<file path="config.mk">
export PLATFORM = sky130hd
export DESIGN_NAME = led_rate_decoder
export DESIGN_NICKNAME = d
export VERILOG_FILES = /design/src/rtl/led_rate_decoder.sv
export SDC_FILE = /design/constraint.sdc
export NUM_CORES = 1
export LEC_CHECK = 0
export BUFFER_PORTS_ARGS = -buffer_cell sky130_fd_sc_hd__buf_4
export CORE_MARGIN = 8
export CORE_UTILIZATION = 58
export CTS_BUF_LIST = sky130_fd_sc_hd__clkbuf_4 sky130_fd_sc_hd__clkbuf_8 sky130_fd_sc_hd__clkbuf_16
export DETAILED_ROUTE_END_ITERATION = 6
export GPL_TIMING_DRIVEN = 0
export PLACE_DENSITY = 0.82
export SLEW_MARGIN = 5
export SYNTH_ARGS = -nofsm -noshare
export SYNTH_HDL_FRONTEND = slang
export SYNTH_SLANG_ARGS = --single-unit
</file>
<file path="constraint.sdc">
create_clock -name i_clock -period 5.7 [get_ports i_clock]
set_clock_uncertainty 0.1 [all_clocks]
set_input_delay 0.285 -clock i_clock [delete_from_list [all_inputs] [get_ports i_clock]]
set_output_delay 0.285 -clock i_clock [all_outputs]
set_load 0.02 [all_outputs]
</file>
<file path="src/rtl/led_rate_decoder.sv">
// Recovers the blinker's 2-bit rate code by timing the gaps between LED edges.
// Optional debug ports are enabled by defining LED_RATE_DECODER_DBG_EN.
module led_rate_decoder #(
  parameter int unsigned c100   = 25000,
  parameter int unsigned c50    = 50000,
  parameter int unsigned c10    = 250000,
  parameter int unsigned c1     = 2500000,
  parameter int unsigned TOL    = 2,
  parameter int unsigned LOCK_N = 3,
  parameter int unsigned CNT_W  = 22
) (
  input  logic             i_clock,
  input  logic             i_reset_n,
  input  logic             i_enable,
  input  logic             i_led_drive,
  output logic             o_valid,
  output logic [1:0]       o_rate,
  output logic             o_change,
  output logic             o_stuck
`ifdef LED_RATE_DECODER_DBG_EN
  ,
  output logic [CNT_W-1:0] dbg_interval,
  output logic [1:0]       dbg_state,
  output logic [3:0]       dbg_streak
`endif
);

  localparam int unsigned EW = CNT_W + 2;
  localparam logic [EW-1:0] K0     = EW'(c100);
  localparam logic [EW-1:0] K1     = EW'(c50);
  localparam logic [EW-1:0] K2     = EW'(c10);
  localparam logic [EW-1:0] K3     = EW'(c1);
  localparam logic [EW-1:0] TOL_E  = EW'(TOL);
  localparam logic [EW-1:0] LIMIT  = EW'(c1 + TOL + 1);
  localparam logic [3:0]    LOCK_V = 4'(LOCK_N);

  typedef enum logic [1:0] {
    S_IDLE    = 2'd0,
    S_ACQUIRE = 2'd1,
    S_MEASURE = 2'd2,
    S_LOCKED  = 2'd3
  } state_t;

  state_t           state_q, state_d;
  logic             sync1_q, sync2_q, prev_q;
  logic [CNT_W-1:0] cnt_q, cnt_d;
  logic [1:0]       cand_q, cand_d;
  logic [3:0]       streak_q, streak_d;
  logic             valid_q, valid_d;
  logic [1:0]       rate_q, rate_d;
  logic             change_q, change_d;
  logic             stuck_q, stuck_d;

  logic             edge_w;
  logic [CNT_W-1:0] cnt_inc_w;
  logic [EW-1:0]    iv_w;
  logic             match_w;
  logic [1:0]       cls_w;
  logic             timeout_w;
  logic [3:0]       nxt_streak_w;

  function automatic logic in_win(input logic [EW-1:0] iv, input logic [EW-1:0] k);
    return ((iv + TOL_E) >= k) && (iv <= (k + TOL_E));
  endfunction

  always_ff @(posedge i_clock or negedge i_reset_n) begin
    if (!i_reset_n) begin
      sync1_q <= 1'b0;
      sync2_q <= 1'b0;
      prev_q  <= 1'b0;
    end else begin
      sync1_q <= i_led_drive;
      sync2_q <= sync1_q;
      prev_q  <= sync2_q;
    end
  end

  assign edge_w    = sync2_q ^ prev_q;
  assign cnt_inc_w = (&cnt_q) ? cnt_q : cnt_q + 1'b1;
  // Counter clears on the edge cycle, so the elapsed clock count is one more than its value.
  assign iv_w      = {2'b00, cnt_q} + EW'(1);
  assign timeout_w = (state_q != S_IDLE) && !edge_w && (iv_w >= LIMIT);

  // Checked from the highest code down so the lowest matching code wins.
  always_comb begin
    match_w = 1'b0;
    cls_w   = 2'd0;
    if (in_win(iv_w, K3)) begin
      match_w = 1'b1;
      cls_w   = 2'd3;
    end
    if (in_win(iv_w, K2)) begin
      match_w = 1'b1;
      cls_w   = 2'd2;
    end
    if (in_win(iv_w, K1)) begin
      match_w = 1'b1;
      cls_w   = 2'd1;
    end
    if (in_win(iv_w, K0)) begin
      match_w = 1'b1;
      cls_w   = 2'd0;
    end
  end

  assign nxt_streak_w = (cls_w == cand_q) ? streak_q + 4'd1 : 4'd1;

  always_comb begin
    state_d  = state_q;
    cnt_d    = edge_w ? '0 : cnt_inc_w;
    cand_d   = cand_q;
    streak_d = streak_q;
    valid_d  = valid_q;
    rate_d   = rate_q;
    change_d = 1'b0;
    stuck_d  = edge_w ? 1'b0 : stuck_q;

    if (!i_enable) begin
      state_d  = S_IDLE;
      cnt_d    = '0;
      cand_d   = 2'd0;
      streak_d = 4'd0;
      valid_d  = 1'b0;
      rate_d   = 2'd0;
      stuck_d  = 1'b0;
    end else if (timeout_w) begin
      state_d  = S_ACQUIRE;
      streak_d = 4'd0;
      valid_d  = 1'b0;
      stuck_d  = 1'b1;
    end else begin
      case (state_q)
        S_IDLE: begin
          state_d = S_ACQUIRE;
          cnt_d   = '0;
        end
        S_ACQUIRE: begin
          if (edge_w) begin
            state_d  = S_MEASURE;
            streak_d = 4'd0;
          end
        end
        S_MEASURE: begin
          if (edge_w) begin
            if (!match_w) begin
              streak_d = 4'd0;
            end else if (nxt_streak_w == LOCK_V) begin
              state_d  = S_LOCKED;
              cand_d   = cls_w;
              streak_d = 4'd0;
              valid_d  = 1'b1;
              rate_d   = cls_w;
            end else begin
              cand_d   = cls_w;
              streak_d = nxt_streak_w;
            end
          end
        end
        S_LOCKED: begin
          if (edge_w) begin
            if (!match_w) begin
              state_d  = S_MEASURE;
              streak_d = 4'd0;
              valid_d  = 1'b0;
            end else if (cls_w == rate_q) begin
              streak_d = 4'd0;
            end else if (nxt_streak_w == LOCK_V) begin
              cand_d   = cls_w;
              streak_d = 4'd0;
              rate_d   = cls_w;
              change_d = 1'b1;
            end else begin
              cand_d   = cls_w;
              streak_d = nxt_streak_w;
            end
          end
        end
        default: state_d = S_IDLE;
      endcase
    end
  end

  always_ff @(posedge i_clock or negedge i_reset_n) begin
    if (!i_reset_n) begin
      state_q  <= S_IDLE;
      cnt_q    <= '0;
      cand_q   <= 2'd0;
      streak_q <= 4'd0;
      valid_q  <= 1'b0;
      rate_q   <= 2'd0;
      change_q <= 1'b0;
      stuck_q  <= 1'b0;
    end else begin
      state_q  <= state_d;
      cnt_q    <= cnt_d;
      cand_q   <= cand_d;
      streak_q <= streak_d;
      valid_q  <= valid_d;
      rate_q   <= rate_d;
      change_q <= change_d;
      stuck_q  <= stuck_d;
    end
  end

  assign o_valid  = valid_q;
  assign o_rate   = rate_q;
  assign o_change = change_q;
  assign o_stuck  = stuck_q;

`ifdef LED_RATE_DECODER_DBG_EN
  logic [CNT_W-1:0] dbg_interval_q;

  always_ff @(posedge i_clock or negedge i_reset_n) begin
    if (!i_reset_n) begin
      dbg_interval_q <= '0;
    end else if (i_enable && edge_w &&
                 (state_q == S_MEASURE || state_q == S_LOCKED)) begin
      dbg_interval_q <= cnt_inc_w;
    end
  end

  assign dbg_interval = dbg_interval_q;
  assign dbg_state    = state_q;
  assign dbg_streak   = streak_q;
`endif

endmodule

</file>
==> results.json <==
{
  "fp.coreArea_um2": 7140,
  "path_max_fanout": 10,
  "max_freq_mhz": 187,
  "num_rows": 31,
  "final_cells": 649,
  "placed_cell_area_um2": 4400,
  "pre_cts_slack_ns": 0.408,
  "p_total_uw": 590,
  "synth_edf_count": 0,
  "final_area_um2": 4570,
  "seq_area_frac_synth": 0.226,
  "r2r_cells": 14,
  "cts.sink_count": 38,
  "antenna_found_initial": 0,
  "placed_cells": 640,
  "ff_latch_area_um2": 951,
  "synth-seq-cells": 38,
  "wl_per_cell_um": 20.8,
  "synthesis.area_um2": 4220,
  "synth_fp_nets": 543,
  "layout_setup_ws_ns": 0.355,
  "worstSetupEndpointType": "flop",
  "cts_tree": "done",
  "synth_cell_type_count": 79,
  "grt_overflow": 0,
  "routed_wl_um": 13500,
  "globalplace.congestion": 0.959,
  "dieArea_um2": 10300,
  "cp_top_family": "simple AND/OR/NAND/NOR gates",
  "cts_max_path_buffers": 2,
  "leakage_uw": 0.00167,
  "yosys_warnings": 0,
  "clk_pin_slew_ns": 0.09,
  "drc": 0,
  "drive_gt1_frac": 0.113,
  "ioPinCount": 9,
  "htreeDepth": 2,
  "port_buffers": 8,
  "finalHoldViolCount": 0,
  "place_hpwl_um": 10300,
  "num_vias": 4586,
  "hold_depth": 3,
  "setup_viol": 0,
  "yosysTopAreaCellShare": 0.226,
  "drv_cap": 0,
  "grt_pass1_wl_um": 22200,
  "rsz0062_at_grt": "no",
  "synth_flop_cell": "dfrtp_1",
  "maxSlewHeadroom": 0.365,
  "grtUsageTotal": 0.271,
  "root_buffer": "clkbuf_8",
  "num-nets-final": 559,
  "drv_slew": 0,
  "start_util": 0.591,
  "path_depth": 14,
  "clock_latency_ns": 0.30,
  "start_kind": "flop",
  "synth_cells": 533,
  "vias_per_cell": 7.07,
  "firstDrtPassIters": 5,
  "multi_input_area_um2": 3130,
  "avgSynthCellArea_um2": 7.91,
  "grt_pass1_vias": 4258,
  "hold_class": "in -> reg",
  "status": "complete, no violations",
  "peakVddDrop_mv": 0.146,
  "drtIter0Drc": 639,
  "dieHeight_um": 101,
  "cp_slowest_cell": "or4_4",
  "async_reset_ff_frac": 1.00,
  "ys_top_cells_by_area": "dfrtp_1 (23%), xnor2_1 (5.8%), a21oi_1 (4.9%)",
  "postRouteAntennaNets": 0,
  "cp_num_buf_inv": 1,
  "cp_data_required_time_ns": 5.82,
  "p_per_area_nw_per_um2": 129,
  "numCtsBuffers": 5,
  "period_needed_ns": 5.34,
  "final.setup.tns_ns": 0,
  "num_antenna_cells": 0,
  "grt_max_degree": 39,
  "slowest_delay_ns": 0.65,
  "critPathKind": "reg -> reg",
  "cts_setup_buffers": 0,
  "period_share": 0.938,
  "die_w_um": 101,
  "worst_pin_slew_ns": 0.946,
  "yosysTopAreaCell": "dfrtp_1",
  "fillCellCount": 670,
  "cp_data_arrival_time_ns": 5.47,
  "area_delta_synth_final_pct": 8.34,
  "path_cells": "clkbuf_1 > nand4_1 > nor4_1 > xnor2_1 > o21a_1 > nand2_1 > nor4_1 > o211ai_1 > or4_4 > a21oi_4 > mux2_1 > a22oi_2 > or4_1 > o211ai_1"
}
[cells in the mapped netlist (5+ instances only)]
cell,number
o41ai_1,5
and2_1,8
xor2_1,14
clkbuf_1,16
or3_1,6
nor4_1,9
mux2i_1,6
nand3_1,29
nand2_1,47
a21o_1,6
or2_2,6
inv_1,8
buf_2,11
dfrtp_1,38
xnor2_1,28
nor3_1,17
a31oi_1,11
o22ai_1,6
nand4_1,17
o31ai_1,7
o211ai_1,9
a21oi_1,41
a211oi_1,8
nor2_1,40
ha_1,6
o21a_1,8
o21ai_0,23
[layout by cell type (no fill, tap or decap), drive strengths merged, types with 9 or more instances in the layout]
cell type  count
a21oi         42
a31oi         11
buf           19
clkbuf        20
dfrtp         38
nand2         47
nand3         31
nand4         18
nor2          40
nor3          22
nor4          16
o211ai         9
o21ai         24
xnor2         28
xor2          16
[layer usage]
metal  wire [um]  up-vias  global-route usage
met5           0        -                   0
li1            -     2103                   -
met2        5750      317               0.389
met4         272        0              0.0722
met1        6030     2133               0.405
met3        1430       33              0.0447
[repair_timing]
| action | 4_1_cts | 5_1_grt |
|---|---|---|
| hold buffers | 2 | 0 |
| endpoints found under the hold margin | 39 | 0 |
| gates resized for setup | 0 | 2 |
| endpoints found under the setup margin | 0 | 4 |
[cells by family (layout without fill, tap and decap cells)]
family / count (synthesis) / count (layout) / synth area share
AO/OA/AOI/OAI: 172 / 172 / 0.288
adder cells (fa/ha/maj): 6 / 6 / 0.0178
buffers and inverters: 35 / 52 / 0.0344
multiplexers: 8 / 8 / 0.0196
AND/OR/NAND/NOR: 230 / 230 / 0.320
flip-flops: 38 / 38 / 0.226
XOR/XNOR: 44 / 44 / 0.0950
[worst paths after layout]
kind | start | to | slack [ns]
setup / recovery | cnt_q[6]$_DFF_PN0_ | o_valid$_DFFE_PN0P_ | 0.36
hold / removal | i_enable | state_q[1]$_DFFE_PN0P_ | 0.18
setup reg to reg | cnt_q[6]$_DFF_PN0_ | o_valid$_DFFE_PN0P_ | 0.36
hold reg to reg | sync1_q$_DFF_PN0_ | sync2_q$_DFF_PN0_ | 0.25
max in group asynchronous | i_reset_n | streak_q[2]$_DFFE_PN0P_ | 4.78
min in group asynchronous | i_reset_n | cnt_q[6]$_DFF_PN0_ | 0.38
[sequential cells by signal (all words and copies together) (netlist names)]
| name | flops |
|---|---|
| cand_q | 2 |
| sync1_q | 1 |
| prev_q | 1 |
| cnt_q | 22 |
| streak_q | 4 |
| o_change | 1 |
| o_stuck | 1 |
| state_q | 2 |
| o_rate | 2 |
| sync2_q | 1 |
| o_valid | 1 |
[where the power goes]
part	total (uW)	internal, uW	switching (uW)	leakage (uW)
combinational	36.6	11.3	25.3	0.00108
sequential	275	273	2.33	0.000522
clock	279	175	103	0.0000683
total	590	459	131	0.00167
[area by class of cell]
cell class                 instances  share of cell area
inverter                           8             0.00657
tap                               99              0.0271
sequential                        38               0.208
timing repair buffer              10              0.0175
buffer                            26              0.0244
clock buffer                       5              0.0151
clock inverter                     3              0.0151
multi-input combinational        460               0.686
[tightest hold or removal path, stage by stage]
cell and delay, ns:
buf_4 0.09, inv_1 0.06, a21oi_1 0.11
[per-stage QoR]
step / hold WS (ns) / utilization
detailed placement: 0.168 / 0.617
global route: 0.197 / 0.640
global placement: 0.163 / 0.617
floorplan: -0.111 / -
CTS: 0.188 / 0.639
finish: 0.183 / 0.640
No activity file was read; power rests on OpenSTA's default activity.
